<file path="src/rtl/addsub_seq_chunked.sv">
// Multi-cycle add/subtract for the Y86-64 execute stage: CHUNK bits per clock, carry held
// between slices, Y86 condition codes (OF/ZF/SF) plus CF latched together with the result.
module addsub_seq_chunked #(
   parameter int WIDTH = 64,
   parameter int CHUNK = 16
) (
   input  logic             clk,
   input  logic             rst,
   input  logic             in_valid,
   output logic             in_ready,
   input  logic             op,
   input  logic [WIDTH-1:0] a,
   input  logic [WIDTH-1:0] b,
   output logic             out_valid,
   input  logic             out_ready,
   output logic [WIDTH-1:0] result,
   output logic             of,
   output logic             cf,
   output logic             zf,
   output logic             sf
);

   localparam int N  = WIDTH / CHUNK;
   localparam int CW = (N > 1) ? $clog2(N) : 1;
   localparam logic [CW-1:0] LAST = CW'(N - 1);

   // Handshake: a transfer happens on any rising edge where valid && ready are both high.
   // in_ready is high only in IDLE; out_valid is high only in DONE and holds until taken.
   typedef enum logic [1:0] {
      IDLE = 2'd0,
      RUN  = 2'd1,
      DONE = 2'd2
   } state_t;

   state_t           state_q, state_d;
   logic [CW-1:0]    cnt_q, cnt_d;
   logic             carry_q, carry_d;
   logic             op_q, op_d;
   logic             zacc_q, zacc_d;
   logic [WIDTH-1:0] a_q, a_d;
   logic [WIDTH-1:0] b_q, b_d;
   logic [WIDTH-1:0] acc_q, acc_d;
   logic [WIDTH-1:0] result_q, result_d;
   logic             of_q, of_d;
   logic             cf_q, cf_d;
   logic             zf_q, zf_d;
   logic             sf_q, sf_d;

   int unsigned      sl_base;
   logic [CHUNK-1:0] a_sl, b_sl, sum_sl;
   logic             cout_sl;
   logic             cin_msb;

   // One slice of the ripple: operands already hold b' (b or ~b), carry seeds the +1 for subtract.
   always_comb begin
      sl_base = int'(cnt_q) * CHUNK;
      a_sl    = a_q[sl_base +: CHUNK];
      b_sl    = b_q[sl_base +: CHUNK];
      {cout_sl, sum_sl} = {1'b0, a_sl} + {1'b0, b_sl} + {{CHUNK{1'b0}}, carry_q};
      cin_msb = a_sl[CHUNK-1] ^ b_sl[CHUNK-1] ^ sum_sl[CHUNK-1];
   end

   always_comb begin
      state_d  = state_q;
      cnt_d    = cnt_q;
      carry_d  = carry_q;
      op_d     = op_q;
      zacc_d   = zacc_q;
      a_d      = a_q;
      b_d      = b_q;
      acc_d    = acc_q;
      result_d = result_q;
      of_d     = of_q;
      cf_d     = cf_q;
      zf_d     = zf_q;
      sf_d     = sf_q;
      unique case (state_q)
         IDLE: begin
            if (in_valid) begin
               a_d     = a;
               b_d     = op ? ~b : b;
               op_d    = op;
               carry_d = op;
               cnt_d   = '0;
               zacc_d  = 1'b1;
               state_d = RUN;
            end
         end
         RUN: begin
            acc_d[sl_base +: CHUNK] = sum_sl;
            carry_d = cout_sl;
            zacc_d  = zacc_q & (sum_sl == '0);
            if (cnt_q == LAST) begin
               // Result is copied out only on completion so the visible value never tears.
               result_d = acc_d;
               of_d     = cin_msb ^ cout_sl;
               cf_d     = op_q ? ~cout_sl : cout_sl;
               zf_d     = zacc_q & (sum_sl == '0);
               sf_d     = sum_sl[CHUNK-1];
               cnt_d    = '0;
               state_d  = DONE;
            end else begin
               cnt_d = cnt_q + 1'b1;
            end
         end
         DONE: begin
            if (out_ready) begin
               state_d = IDLE;
            end
         end
         default: begin
            state_d = IDLE;
         end
      endcase
   end

   always_ff @(posedge clk) begin
      if (rst) begin
         state_q  <= IDLE;
         cnt_q    <= '0;
         carry_q  <= 1'b0;
         op_q     <= 1'b0;
         zacc_q   <= 1'b0;
         a_q      <= '0;
         b_q      <= '0;
         acc_q    <= '0;
         result_q <= '0;
         of_q     <= 1'b0;
         cf_q     <= 1'b0;
         zf_q     <= 1'b0;
         sf_q     <= 1'b0;
      end else begin
         state_q  <= state_d;
         cnt_q    <= cnt_d;
         carry_q  <= carry_d;
         op_q     <= op_d;
         zacc_q   <= zacc_d;
         a_q      <= a_d;
         b_q      <= b_d;
         acc_q    <= acc_d;
         result_q <= result_d;
         of_q     <= of_d;
         cf_q     <= cf_d;
         zf_q     <= zf_d;
         sf_q     <= sf_d;
      end
   end

   assign in_ready  = (state_q == IDLE);
   assign out_valid = (state_q == DONE);
   assign result    = result_q;
   assign of        = of_q;
   assign cf        = cf_q;
   assign zf        = zf_q;
   assign sf        = sf_q;

endmodule

</file>
<file path="config.mk">
export PLATFORM = sky130hd
export DESIGN_NAME = addsub_seq_chunked
export DESIGN_NICKNAME = d
export VERILOG_FILES = /design/src/rtl/addsub_seq_chunked.sv
export SDC_FILE = /design/constraint.sdc
export NUM_CORES = 1
export LEC_CHECK = 0
export CAP_MARGIN = 0
export CORE_MARGIN = 5
export CORE_UTILIZATION = 55
export CTS_BUF_LIST = sky130_fd_sc_hd__clkbuf_8
export DETAILED_ROUTE_END_ITERATION = 7
export PLACE_DENSITY = 0.93
export SLEW_MARGIN = 30
export SYNTH_ARGS = -nofsm -noshare
export SYNTH_HDL_FRONTEND = slang
export SYNTH_SLANG_ARGS = --single-unit
</file>
<file path="constraint.sdc">
create_clock -name clk -period 5.9 [get_ports clk]
set_input_delay 1.77 -clock clk [delete_from_list [all_inputs] [get_ports clk]]
set_output_delay 1.77 -clock clk [all_outputs]
set_load 0.03 [all_outputs]
</file>
==> results.cfg <==
[grt]
track_usage_pct = 25.4
antenna_found_initial = 0
grt_first_pass_wirelength_mm = 50.6
grt_pass1_vias = 9983
gr-total-overflow = 0
grt_start_max_net_pins = 110

[logic_synthesis]
syn_area_um2 = 11800
netlist-cell-type-count = 54
synth.area.top_cells = dfxtp_1, a211oi_1, nor2_1, mux4_2, xnor2_1
yosysWarnings = 0
avgSynthCellArea_um2 = 9.04
synth-main-ff-cell = dfxtp_1
synthesis.nets = 1460
synth_top_area_share_pct = 45.3
yosys.area.top_type = dfxtp_1
yosysMostFrequentCell = dfxtp_1
yosysSeqAreaShare_pct = 45.3
async_flop_share_pct = 0
synthTopCellsByCount = dfxtp_1, nor2_1, a211oi_1, nand2_1, clkbuf_1
ys_ff_latch = 267
synthCells = 1304
synth-edff-count = 0

[critical_path]
path_max_fanout = 22
reg2reg_from = cnt_q[0]
cp_slowest_stage_delay_ps = 820
path_cells = buf_4 -> mux4_2 -> inv_1 -> fa_1 -> nand2b_1 -> a211o_1 -> a311o_1 -> a31oi_1 -> xor2_1 -> or4_1 -> o32ai_2
crit_start = cnt_q[0]
setup.worst_path.end = zacc_q
cp-start-kind = flop
r2r_setup_slack_ps = 1540
reg2reg_to = zacc_q
cp-end-kind = flop
cp.required_ps = 6350
r2r_cells = 11
cp.arrival_ps = 4810
cpMaxStageDelayCell = dfxtp_2
worstSetupPathType = flop to flop

[final_layout]
final_layout_size_suffix_gt1_share_pct = 7.85
area.growth.synth_to_final_pct = 24.7
antenna_cells = 0
num-nets-final = 1597

[clocking]
postCtsSetupBuffers = 0
cts.sinks = 267
cts_tree = built
clk_transition_reported_paths_ps = 70
post_cts_resized = 0
clock_path_buffers = 3
cts_made_buffers = 41
postCtsHoldBufs = 0
h-tree-depth = 2
cts-root-buf = clkbuf_8
worstSkewPairLatency_ps = 540

[die]
start_util_pct = 55.9
coreArea_um2 = 21100
die_h_um = 156
dieArea_um2 = 24500
num_rows = 53
die_w_um = 156
ios = 203

[timing]
setup_viol = 0
period_share_pct = 73.9
rsz0062_at_grt = no
period_minus_slack_ps = 4360
fmaxAchievable_mhz = 229
slew-limit-headroom_pct = 31.5
tns_ps = 0
finClkSkew_ps = 14.4
hold_viol_final = 0
maxSlewViolCount = 0
tightestPinTransition_ps = 1020

[pwr]
p_total_mw = 4.25
p_per_area_nw_per_um2 = 289
power_leakage_nw = 5.04
ir_drop_mv = 0.162

[placed_design]
dp_hpwl_mm = 22.5
io_buffers = 202
gp_congestion = 0.958

[detailed_routing]
postRouteAntennaNets = 0
drt_iter0_drc = 875
post_drt_wl_per_cell_um = 18.6
via_per_inst = 5.95
dr.pass1.iters = 8
drt_wl_total_mm = 32.3
drc = 0
dr_total_vias = 10352

[run]
max_cap_viol_count = 0

[hold_path]
hold_class = flop to flop
holdCritStartpoint = a_q[58]

[run_status]
status = finished, final reports clean
==> power breakdown <==
group / switching, mW / internal [mW] / total [mW]
Sequential: 0.0729 / 1.91 / 1.99
Combinational: 0.432 / 0.314 / 0.746
Clock: 0.690 / 0.823 / 1.51
Total: 1.19 / 3.05 / 4.25
==> worst min-delay path by stage <==
stage | cells past startpoint | slack (ps) | endpoint
final | 2 | 450 | a_q[58]
after global routing | 2 | 470 | a_q[30]
after CTS | 2 | 450 | a_q[58]
after detailed placement | 2 | 450 | a_q[58]
after global placement | 2 | 440 | a_q[18]
after floorplan | 2 | 430 | a_q[16]
==> kinds of logic after synthesis <==
kind of cell	count (synthesis)	share of synthesized area [%]
and+or+nand+nor	396	13.6
AOI/OAI and AO/OA	380	22.5
DFF	267	45.3
buffers and inverters	129	4.16
xor gates and xnor gates	77	5.72
muxes	32	6.11
adders and majority gates	23	2.57
==> worst max-delay path: cells and delay by family (launching register included) <==
family                   cells  cell delay, ps
AO/OA/AOI/OAI                4            1230
XOR/XNOR                     1             230
adder cells (fa/ha/maj)      1             450
buffers and inverters        2             470
flip-flops                   1             820
multiplexers                 1             270
AND/OR/NAND/NOR              2             790
==> routing by layer <==
| metal | part of all wire, % | vias up | wire length (um) | track usage, % |
|---|---|---|---|---|
| met3 | 8.2 | 94 | 2660 | 5.12 |
| li1 | - | 4948 | - | - |
| met4 | 3.8 | 0 | 1240 | 11.0 |
| met2 | 48 | 494 | 15600 | 42.5 |
| met5 | 0 | - | 0 | 0 |
| met1 | 40 | 4816 | 12800 | 32.0 |
==> layout by cell type, fill, tap and decap left out, types with 3 or more instances in the layout <==
cell,synthesis,routed
nand4_1,3,3
clkinv_1,4,4
or4_1,3,3
nor4b_4,0,3
nor2_1,208,208
or3_1,5,5
o21a_1,3,3
o21ai_0,6,6
xnor2_1,69,69
a21oi_1,83,83
clkdlybuf4s50_1,0,200
a21o_1,3,3
ha_1,21,21
xor2_1,8,8
nand3b_1,3,3
nand2b_1,5,5
inv_1,7,17
mux4_2,32,32
dfxtp_1,267,265
nand2_1,146,145
a31oi_1,3,3
a22oi_1,64,64
clkbuf_8,0,56
a211oi_1,195,195
buf_4,1,5
a2111oi_0,4,4
buf_6,0,5
nand3_1,7,7
==> sequential cells by signal (all words and copies together) (netlist names) <==
name and count:
acc_q 64, of 1, b_q 64, zacc_q 1, a_q 64, carry_q 1
sf 1, zf 1, op_q 1, cnt_q 2, cf 1, result 64
state_q 2
==> per-stage QoR <==
stage / hold WS, ps / instance area (um^2) / setup WS [ps] / utilization, % / instances
after global placement: 441 / 13900 / 1590 / 65.7 / 1670
after floorplan: 433 / 11800 / 1680 / - / 1304
after CTS: 454 / 14700 / 1500 / 69.5 / 1737
after detailed placement: 447 / 13900 / 1520 / 65.7 / 1670
final: 453 / 14700 / 1540 / 69.7 / 1740
after global routing: 471 / 14700 / 1260 / 69.7 / 1740
==> cell type report <==
class                           count  area (um^2)
Fill cell                        1510         6380
Multi-Input combinational cell    908         6030
Sequential cell                   267         5350
Timing Repair Buffer              212         2130
Clock buffer                       55          757
Tap cell                          275          344
Clock inverter                     12         52.6
Inverter                           11         41.3
No activity file was read; power rests on OpenSTA's default activity.
